`config.mk`:
```
export PLATFORM = sky130hd
export DESIGN_NAME = cordic_sincos
export DESIGN_NICKNAME = d
export VERILOG_FILES = /design/src/rtl/cordic_pkg.sv /design/src/rtl/cordic_microrot.sv /design/src/rtl/cordic_sincos.sv
export SDC_FILE = /design/constraint.sdc
export NUM_CORES = 1
export LEC_CHECK = 0
export BUFFER_PORTS_ARGS = -buffer_cell sky130_fd_sc_hd__buf_2
export CORE_MARGIN = 2
export CORE_UTILIZATION = 40
export DETAILED_ROUTE_END_ITERATION = 8
export SLEW_MARGIN = 25
export SYNTH_ARGS = -nofsm -noshare
export SYNTH_HDL_FRONTEND = slang
export SYNTH_SLANG_ARGS = --single-unit
```
`constraint.sdc`:
```
create_clock -name Clk_i -period 5.8 [get_ports Clk_i]
set_input_delay 1.16 -clock Clk_i [delete_from_list [all_inputs] [get_ports Clk_i]]
set_output_delay 1.16 -clock Clk_i [all_outputs]
set_load 0.005 [all_outputs]
```
`src/rtl/cordic_pkg.sv`:
```
// cordic_pkg: shared state/quadrant types plus elaboration-time gain and arctangent tables
package cordic_pkg;
  typedef enum logic [1:0] {IDLE, ITER, OUT} state_t;
  typedef enum logic [1:0] {Q_I, Q_II, Q_III, Q_IV} quad_t;
  localparam int MAX_W = 24;
  localparam real CORDIC_K = 0.6072529350;
  localparam real PI = 3.14159265358979323846;
  typedef logic [MAX_W-1:0][MAX_W:0] atan_lut_t;
  function automatic int cordic_gain(input int w, input int g);
    return $rtoi(CORDIC_K * (2.0 ** (w - 2 + g)) + 0.5);
  endfunction
  function automatic atan_lut_t atan_lut(input int w, input int n);
    atan_lut_t lut;
    lut = '0;
    for (int k = 0; k < n; k++)
      lut[k] = (MAX_W + 1)'($rtoi($atan(2.0 ** (-k)) * (2.0 ** w) / (2.0 * PI) + 0.5));
    return lut;
  endfunction
endpackage

```
`src/rtl/cordic_microrot.sv`:
```
// cordic_microrot: one combinational CORDIC micro-rotation, direction taken from the residual sign
module cordic_microrot #(
  parameter int W = 16,
  parameter int G = 3,
  parameter int IW = 4
) (
  input logic signed [W+1+G:0] x,
  input logic signed [W+1+G:0] y,
  input logic signed [W:0] z,
  input logic [IW-1:0] i,
  input logic [W:0] at,
  output logic signed [W+1+G:0] x_n,
  output logic signed [W+1+G:0] y_n,
  output logic signed [W:0] z_n
);
  logic signed [W+1+G:0] xs, ys;
  logic pos;
  always_comb begin
    pos = !z[W];
    xs = x >>> i;
    ys = y >>> i;
    x_n = pos ? x - ys : x + ys;
    y_n = pos ? y + xs : y - xs;
    z_n = pos ? z - $signed(at) : z + $signed(at);
  end
endmodule

```
`src/rtl/cordic_sincos.sv`:
```
// cordic_sincos: iterative CORDIC sine/cosine of a full-circle binary angle with Busy/Done handshake
module cordic_sincos
  import cordic_pkg::*;
#(
  parameter int W = 16,
  parameter int N = 16,
  parameter int G = 3
) (
  input logic Clk_i,
  input logic Rst_i,
  input logic [W-1:0] Angle_i,
  input logic Start_i,
  output logic signed [W-1:0] Sine_o,
  output logic signed [W-1:0] Cos_o,
  output logic Busy_o,
  output logic Done_o
);
  localparam int XW = W + 2 + G;
  localparam int IW = $clog2(N);
  localparam int LW = $clog2(MAX_W);
  localparam logic signed [XW-1:0] X0 = XW'(cordic_gain(W, G));
  localparam logic signed [XW-1:0] RND = XW'(G > 0 ? 1 << (G - 1) : 0);
  localparam logic signed [W+1:0] ONE = (W + 2)'(1 << (W - 2));
  localparam atan_lut_t ATAN = atan_lut(W, N);
  state_t state, nxt;
  quad_t q;
  logic [IW-1:0] i;
  logic signed [XW-1:0] x, y, x_n, y_n;
  logic signed [W:0] z, z_n;
  logic [W:0] at;
  logic signed [W-1:0] s, c;
  // drop guard bits with round-half-up, then clamp to +/-1.0
  function automatic logic signed [W-1:0] fix(input logic signed [XW-1:0] v);
    logic signed [W+1:0] t;
    t = (W + 2)'((v + RND) >>> G);
    t = t > ONE ? ONE : t < -ONE ? -ONE : t;
    return t[W-1:0];
  endfunction
  assign at = ATAN[LW'(i)][W:0];
  cordic_microrot #(.W(W), .G(G), .IW(IW)) u_rot (
    .x(x), .y(y), .z(z), .i(i), .at(at), .x_n(x_n), .y_n(y_n), .z_n(z_n)
  );
  always_comb begin
    s = fix(y);
    c = fix(x);
  end
  always_comb begin
    nxt = state;
    if (state == IDLE && Start_i) nxt = ITER;
    if (state == ITER && i == IW'(N - 1)) nxt = OUT;
    if (state == OUT) nxt = IDLE;
  end
  always_ff @(posedge Clk_i)
    state <= Rst_i ? IDLE : nxt;
  always_ff @(posedge Clk_i) begin
    if (Rst_i) begin
      q <= Q_I;
      i <= '0;
      x <= '0;
      y <= '0;
      z <= '0;
      Sine_o <= '0;
      Cos_o <= '0;
      Busy_o <= 1'b0;
      Done_o <= 1'b0;
    end else begin
      Done_o <= state == OUT;
      if (state == IDLE && Start_i) begin
        q <= quad_t'(Angle_i[W-1:W-2]);
        // fourth quadrant keeps the raw angle, read as a negative residual
        z <= Angle_i[W-1:W-2] == Q_IV ? {1'b1, Angle_i} : {3'b000, Angle_i[W-3:0]};
        x <= X0;
        y <= '0;
        i <= '0;
        Busy_o <= 1'b1;
      end
      if (state == ITER) begin
        x <= x_n;
        y <= y_n;
        z <= z_n;
        i <= i + 1'b1;
      end
      if (state == OUT) begin
        Sine_o <= q == Q_II ? c : q == Q_III ? -s : s;
        Cos_o <= q == Q_II ? -s : q == Q_III ? -c : c;
        Busy_o <= 1'b0;
      end
    end
  end
endmodule
```
Word-level counts from Yosys, hierarchy flattened --
Memory sizes are Yosys's and may differ from the RTL's. A register that Yosys moved wholly into a read port is not among the register bits. Index checks and enable logic that the tools add are counted. W data, S select, Z words.
Storage, ports and cells: flip-flop bits (word level) 101, output and inout bits 34, memories 1, logic and storage cells 68, memory bits (read-only) 400, input port bits 19
Cells by class: reductions and logical operators 7, magnitude comparators 5, equal/unequal tests 6, $add $sub $neg 11, shifts and indexed selects 2, muxes and demuxes 25
Memories:
- (name not given) | depth 16, width 25, read ports 1, clocked after memory_dff 1, write ports 0, RTL line cordic_sincos.sv:39 | assign at = ATAN[LW'(i)][W:0];
Operators with widths (count):
- $mux W16 | 8
- $mux W21 | 6
- $mux W17 | 5
- $add A21 B21 Y21 | 2
- $add A21 B4 Y21 const B | 2
- $sshr A21 B4 Y21 | 2
- $sub A21 B21 Y21 | 2
- $gt A18 B16 Y1 const B | 2
- $lt A18 B15 Y1 const B | 2
- $neg A16 Y16 | 2
- $add A17 B17 Y17 | 1
- $sub A17 B17 Y17 | 1
- $mux W4 | 4
- $eq A2 B2 Y1 const B | 3
- $lt A4 B6 Y1 const B | 1
- $add A4 B1 Y4 const B | 1
- $eq A2 B1 Y1 const B | 2
- $eq A4 B4 Y1 const B | 1
- $mux W2 | 2
- $reduce_bool A2 Y1 | 2
- $reduce_or A3 Y1 | 1
- $logic_and A1 B1 Y1 | 2
- $logic_not A2 Y1 | 1
- $reduce_or A2 Y1 | 1

Depth between registers and ports, before layout --
Gate-level depths: netlist of run 1.
depth in word-level cells 7, depth in mapped cells 26, gate-level depth less buffers 21

Cells and area by module --
A second synthesis of run 1 with hierarchy kept.
Unflattened totals: cell total of the unflattened synthesis 1759, area total of the unflattened synthesis 13585.5 um^2
Modules (own cells, without submodules):
- cordic_sincos | seq. area each 2302.2 um^2, times used 1, cells each 942, area each 7300.8 um^2
- cordic_microrot | seq. area each 0.0 um^2, times used 1, cells each 817, area each 6284.8 um^2

Worst setup path after synthesis of run 1 --
No wires, ideal clock.
kind register -> register, from register i[1], to register x[20], cell stages (with the launch flop) 26, library setup time 0.072 ns, setup slack 0.805 ns, data required time 5.728 ns, buffers on the path 4, period minus slack after synthesis 4.995 ns, arrival time 4.923 ns, cell sequence dfxtp_1 -> buf_6 -> buf_6 -> buf_8 -> buf_4 -> mux4_2 -> mux2i_1 -> nor2_1 -> a21oi_1 -> and3_1 -> and3b_1 -> nand2_1 -> nor2_1 -> nor2_1 -> xor2_1 -> ha_1 -> a211oi_1 -> inv_1 -> a31oi_1 -> nor2_1 -> nor4b_1 -> o31ai_1 -> o41ai_1 -> xnor2_1 -> or2_0 -> mux2i_1
On the way: longest elaborated chain between the ends 4, elaborated cells between the ends (all ways) 5, classes of those cells 2 x add/sub; 1 x shift; 2 x mux
RTL lines:
- start, declared | RTL line cordic_sincos.sv:27 | logic [IW-1:0] i;
- start signal, assigned | RTL line cordic_sincos.sv:81 | i <= i + 1'b1;
- $sshr A21 B4 Y21 (*) | RTL line cordic_microrot.sv:21 | ys = y >>> i;
- $sub A21 B21 Y21 / $add A21 B21 Y21 (equally long branches) | RTL line cordic_microrot.sv:22 | x_n = pos ? x - ys : x + ys;
- $mux W21 (*) | RTL line cordic_microrot.sv:22
- $mux W21 (*) | RTL line cordic_sincos.sv:77 | if (state == ITER) begin
- end signal, assigned | RTL line cordic_sincos.sv:78 | x <= x_n;
- end, declared | RTL line cordic_sincos.sv:28 | logic signed [XW-1:0] x, y, x_n, y_n;
Every way passes the cells marked *; elsewhere a longest branch is shown, timed or not. A chain may end at the register's enable or synchronous reset.

Worst setup path after layout of run 1 --
Ends and elaborated chain as after synthesis.

==> results of run 1 <==
cells in the final DEF (no fill, tap or decap), drive strengths merged, types with 15 or more instances in the layout:
master and instances:
nor2 214, dfxtp 115, and3 20, nor3 43, nor4 17, xor2 66, nand2b 22, a22oi 18
buf 99, ha 72, mux2i 40, inv 37, a211oi 29, nand3 39, clkbuf 20, mux4 47
xnor2 82, a21oi 117, or2 15, nor2b 18, a21o 20, nand2 127, a31oi 34, or3 16
mux2 19, and2 17, o21ai 98
critical path, stage by stage, from the launching register on:
cell and delay (ns):
dfxtp_4 0.47, buf_4 0.30, mux4_2 0.36, mux2_2 0.30, a222oi_1 0.47, nand3_1 0.16
and3b_1 0.31, nand2_1 0.07, nor2_1 0.11, nor2_1 0.05, xor2_1 0.16, ha_1 0.35
a211oi_2 0.34, inv_1 0.07, a31oi_1 0.25, nor2_1 0.09, nor4b_1 0.45, o31ai_1 0.21
o41ai_1 0.35, xnor2_1 0.15, or2_0 0.21, mux2i_1 0.11
cell usage after synthesis (7+ instances only):
cell type / n
nor2_1: 213
nand2_1: 126
a21oi_1: 115
dfxtp_1: 115
clkbuf_1: 84
xnor2_1: 82
o21ai_0: 79
ha_1: 72
xor2_1: 66
mux4_2: 42
nor3_1: 41
mux2i_1: 39
nand3_1: 38
inv_1: 35
a31oi_1: 34
a211oi_1: 29
nand2b_1: 22
a21o_1: 20
and3_1: 19
o21ai_1: 19
a22oi_1: 18
nor2b_1: 18
buf_1: 17
nor4_1: 17
and2_1: 16
buf_2: 16
or3_1: 16
nand4_1: 13
a222oi_1: 12
mux2_2: 12
o211ai_1: 12
o22ai_1: 11
o31ai_1: 11
or2_2: 11
a221oi_1: 8
a22o_1: 7
a311oi_1: 7
and4_1: 7
buf_6: 7
mux2_1: 7
o21a_1: 7
routing by layer:
metal,vias up,global-route usage [%]
li1,6136,-
met1,6064,33.4
met2,441,39.2
met3,80,5.78
met4,0,11.4
met5,-,0
sequential cells by signal (all words and copies together), names as in the netlist, 4 cells and up:
register and count:
i 4, y 21, Sine_o 16, at 14, x 21, Cos_o 16
z 17
worst max-delay path by stage:
stage | from | end | slack (ns) | depth (start not counted)
6_report | i[1] | x[20] | 0.39 | 21
5_1_grt | i[1] | x[20] | 0.001 | 21
4_1_cts | i[1] | x[20] | 0.24 | 21
3_5_place_dp | i[1] | x[20] | 0.30 | 21
3_3_place_gp | i[0] | x[20] | 0.39 | 21
2_1_floorplan | i[1] | x[20] | 0.80 | 25
logic make-up (layout without fill, tap and decap cells):
group	after synthesis	after routing	synth area share [%]
simple gates	588	588	21.8
compound gates	465	465	23.9
buf+inv	170	170	5.76
xor+xnor	148	148	10.0
flops	115	115	17.8
mux	106	106	13.2
fa+ha+maj	75	75	7.44
report_power, final:
group          leakage [nW]  internal, mW  switching (mW)
sequential            0.940         0.896           0.366
clock                 0.278         0.653           0.421
combinational          4.41          1.86            2.55
layout make-up:
class,count,area (µm²)
multi-input combinational,1382,9900
clock inverter,12,131
fill,3185,17700
tap,402,503
clock buffer,20,457
inverter,39,146
sequential,115,2310
timing repair buffer,99,617
what timing repair did:
action	in CTS	in global routing
setup endpoints to repair	0	1
gates resized for setup	0	3
endpoints found under the hold margin	0	0
==> results.py, run 1 <==
metrics = {
    "status": {
        "run_status": "complete, no violations",
    },
    "setup_path": {
        "timing.rr.end": "x[20]",
        "worstSetupPathType": "reg2reg",
        "crit-reg2reg-launch": "i[1]",
        "cp_data_arrival_time_ns": 5.79,
        "worstSetupStartpointType": "flip-flop",
        "r2r_setup_slack_ns": 0.39,
        "path_max_fanout": 21,
        "cp_data_required_time_ns": 6.18,
        "kind_of_capture_point_of_the_worst_setup_path": "flip-flop",
        "timing.reg2reg.worst_path_depth": 21,
    },
    "cells_and_area": {
        "flow.area_growth_from_synthesis_pct": 8.86,
        "final_cells": 2069,
        "n_antenna_cell": 0,
        "finalInstanceArea_um2": 14100,
        "drive_gt1_share_pct": 13.7,
        "design.final.nets": 1748,
        "finalCoreUtilization_pct": 44.3,
    },
    "clock_network": {
        "cts_inserted_buffers": 17,
        "clock_sink_count": 115,
        "hold_buffers_post_cts": 0,
        "worstSkewPairLatency_ns": 0.45,
        "ctsRootBufferMaster": "clkbuf_16",
        "clkSlewWorstSetupHoldPaths_ns": 0.06,
        "cts.repair_timing.setup_buffer_count": 0,
        "cts-root-to-sink-buffers": 2,
        "cts_tree": "yes",
        "cts_htree_levels": 4,
    },
    "synth": {
        "postSynthCellCount": 1667,
        "synth.yosys.seq_area_share_pct": 17.8,
        "syn_area_per_cell_um2": 7.75,
        "mappedNetlistNets": 1761,
        "yosys-top-cells-area": "dfxtp_1 (18%), mux4_2 (7.3%), ha_1 (7.0%)",
        "post-synth-top-area-cell": "dfxtp_1",
        "synth_edf_count": 0,
        "synth_async_sr_flop_share_pct": 0,
        "postSynth.topFlopCell": "dfxtp_1",
        "syn_area_um2": 12900,
        "synth_seq_cells": 115,
        "yosys.cell_types.count": 93,
        "yosys_warnings": 0,
        "synth_top_cell_area_share_pct": 17.8,
    },
    "grt": {
        "antenna_found_initial": 0,
        "grt_overflow_total": 0,
        "grt_pass1_wl_mm": 66.5,
        "grt_max_degree": 55,
        "first_global_vias": 11900,
        "track_usage_pct": 25.3,
    },
    "timing": {
        "max_slew.worst_pin.slew_ns": 1.04,
        "timing.final.hold_violations": 0,
        "skew_ns": 0.0142,
        "max_slew_margin_pct": 31.0,
        "timing.final.setup_violations": 0,
        "worst_slack_on_hold_paths_ns": 0.452,
        "fin_tns_setup_ns": 0,
        "max_freq_mhz": 185,
        "timing.final.ws_setup_ns": 0.389,
        "drv_slew": 0,
        "grt_setup_unrepaired": "false",
        "final.min_clock_period_ns": 5.41,
        "period_share_pct": 93.3,
    },
    "worst_hold_path": {
        "timing.hold.worst.start": "Cos_o[11]",
        "hold_path.class": "reg2reg",
        "min_delay_path_depth": 2,
        "min_to": "Cos_o[11]",
    },
    "routing": {
        "dr_vias": 12700,
        "drt_drc_violations_left": 0,
        "via_per_inst": 6.15,
        "route.met3.wl_mm": 2.73,
        "detail_route.wirelength_mm": 42.4,
        "wl_met1_mm": 19.2,
        "wl_per_cell_um": 20.5,
        "top_layer": "met4",
        "initialDrtViolationCount": 1161,
        "met2RoutedLength_mm": 18.9,
        "drtPass1Iterations": 7,
        "antenna_left": 0,
    },
    "floorplanning": {
        "core_area_um2": 31700,
        "die-height_um": 184,
        "boundaryPins": 53,
        "initial_cell_density_of_the_core_pct": 40.7,
        "die_width_um": 184,
        "rows": 65,
        "fp.dieArea_um2": 33700,
    },
    "power_and_ir_drop": {
        "cellPowerDensity_nw_per_um2": 480,
        "power_mw": 6.75,
        "peakVddDrop_mv": 0.255,
        "power_leakage_nw": 5.63,
    },
    "placement": {
        "post_place_worst_slack_ns": 0.297,
        "detailedPlacementHpwl_mm": 31.6,
        "placed_cells": 2037,
        "routabilityCongestion": 0.929,
        "port-buffer-count": 52,
        "placed_area_um2": 13500,
    },
    "job": {
        "max-cap-violations": 0,
    },
}
Power figures use the tool's default switching activity.
==> run 2: changes to the inputs <==
==> constraint.sdc (replaced) <==
create_clock -name Clk_i -period 6 [get_ports Clk_i]
set_input_delay 1.2 -clock Clk_i [delete_from_list [all_inputs] [get_ports Clk_i]]
set_output_delay 1.2 -clock Clk_i [all_outputs]
set_load 0.01 [all_outputs]
==> results.py, run 2 (same netlist as run 1, synthesis figures left out) <==
metrics = {
    "status": {
        "run_status": "complete, no violations",
    },
    "timing": {
        "timing.final.ws_setup_ns": 0.599,
        "skew_ns": 0.0114,
        "max_slew_margin_pct": 31.4,
        "timing.final.setup_violations": 0,
        "period_share_pct": 90.0,
        "grt_setup_unrepaired": "false",
        "drv_slew": 0,
        "timing.final.hold_violations": 0,
        "max_freq_mhz": 185,
        "worst_slack_on_hold_paths_ns": 0.445,
        "fin_tns_setup_ns": 0,
        "max_slew.worst_pin.slew_ns": 1.03,
        "final.min_clock_period_ns": 5.40,
    },
    "cells_and_area": {
        "final_cell_mix": "nor2_1 (212), nand2_1 (126), a21oi_1 (115)",
        "flow.area_growth_from_synthesis_pct": 8.63,
        "mostFrequentLayoutCell": "nor2_1",
        "final_cells": 2061,
        "multi_input_comb_area_um2": 9890,
        "design.final.nets": 1740,
        "n_antenna_cell": 0,
        "seqCellArea_um2": 2310,
        "drive_gt1_share_pct": 13.2,
        "finalCoreUtilization_pct": 44.2,
        "finalInstanceArea_um2": 14000,
        "biggestRegsByFlops": "x (21), y (21), z (17)",
        "layout.filler_cells": 3149,
    },
    "power_and_ir_drop": {
        "peakVddDrop_mv": 0.216,
        "cellPowerDensity_nw_per_um2": 465,
        "power_leakage_nw": 5.60,
        "power_mw": 6.52,
    },
    "clock_network": {
        "ctsRootBufferMaster": "clkbuf_16",
        "clkSlewWorstSetupHoldPaths_ns": 0.06,
        "cts_inserted_buffers": 17,
        "worstSkewPairLatency_ns": 0.45,
        "cts-root-to-sink-buffers": 2,
        "hold_buffers_post_cts": 0,
        "clock_sink_count": 115,
        "cts_tree": "yes",
        "cts_htree_levels": 4,
    },
    "routing": {
        "antenna_left": 0,
        "drt_drc_violations_left": 0,
        "detail_route.wirelength_mm": 41.9,
        "dr_vias": 12800,
        "drtPass1Iterations": 7,
        "via_per_inst": 6.19,
        "initialDrtViolationCount": 1238,
        "wl_per_cell_um": 20.3,
    },
    "setup_path": {
        "kind_of_capture_point_of_the_worst_setup_path": "flip-flop",
        "worstSetupStartpointType": "flip-flop",
        "cp_data_required_time_ns": 6.37,
        "cp_data_arrival_time_ns": 5.77,
        "path_max_fanout": 19,
        "worstSetupPathType": "reg2reg",
    },
    "floorplanning": {
        "fp.dieArea_um2": 33700,
        "core_area_um2": 31700,
        "boundaryPins": 53,
        "die_width_um": 184,
        "initial_cell_density_of_the_core_pct": 40.7,
        "die-height_um": 184,
        "rows": 65,
    },
    "placement": {
        "routabilityCongestion": 0.944,
        "port-buffer-count": 52,
        "placed_cells": 2027,
        "detailedPlacementHpwl_mm": 30.7,
        "post_place_worst_slack_ns": 0.562,
        "placed_area_um2": 13400,
    },
    "worst_hold_path": {
        "hold_path.class": "reg2reg",
    },
    "grt": {
        "grt_max_degree": 89,
        "track_usage_pct": 25.0,
        "grt_pass1_wl_mm": 66.6,
        "first_global_vias": 12100,
        "antenna_found_initial": 1,
        "grt_overflow_total": 0,
    },
    "job": {
        "max-cap-violations": 0,
    },
}
## run 2: cell types whose count changed in the layout (fill, tap and decap cells not counted)
cell	before	now
nor2_1	211	212
a211oi_1	28	29
inv_6	1	2
buf_12	0	1
clkbuf_8	2	1
clkinv_2	3	1
clkbuf_1	1	0
nor2_2	3	2
buf_6	1	0
bufinv_16	2	3
a211oi_2	1	0
clkinv_4	2	4
buf_4	46	38
## run 2: layout make-up
class                   instances  share of cell area, %
inverters                      39                   1.04
well taps                     402                   3.58
clock buffers                  18                   3.13
multi-input cells            1382                   70.5
repair buffers                 91                   4.03
clock inverters                14                   1.27
flip-flops and latches        115                   16.5
## run 2: worst paths after layout
path                            startpoint       end  slack (ns)  cells after the start
worst min-delay path              Cos_o[1]  Cos_o[1]        0.44                      2
worst min register to register    Cos_o[1]  Cos_o[1]        0.44                      2
worst max-delay path                  i[1]     x[20]        0.60                     21
worst max register to register        i[1]     x[20]        0.60                     21
## run 2: repair_timing
action,CTS,global route
setup endpoints to repair,0,1
resized for setup,0,1
hold endpoints to repair,0,0
buffers inserted,0,2
## run 2: metal layers
metal	share of wire, %	vias to the layer above	GRT usage (%)
li1	-	6105	-
met1	45	6082	33.3
met2	45	487	39.8
met3	6.6	81	4.16
met4	3.4	0	10.7
met5	0	-	0
## run 2: report_power, final
part           switching (mW)  internal, mW  leakage, nW
Sequential              0.404         0.866        0.940
Combinational            2.38          1.78         4.37
Clock                   0.426         0.667        0.289
## run 2: worst max-delay path, cell delays in order, from the launching register on
cell and delay, ns:
dfxtp_2 0.42, buf_4 0.33, mux4_2 0.56, mux2i_1 0.27, nor2_1 0.08, a21oi_1 0.23
ha_1 0.22, and2_1 0.17, and4b_1 0.33, nor2_1 0.09, xor2_1 0.16, ha_1 0.24
a211oi_1 0.35, inv_1 0.07, a31oi_1 0.29, nor2_1 0.09, nor4b_1 0.39, o31ai_1 0.18
o41ai_1 0.37, xnor2_1 0.16, or2_0 0.21, mux2i_1 0.11
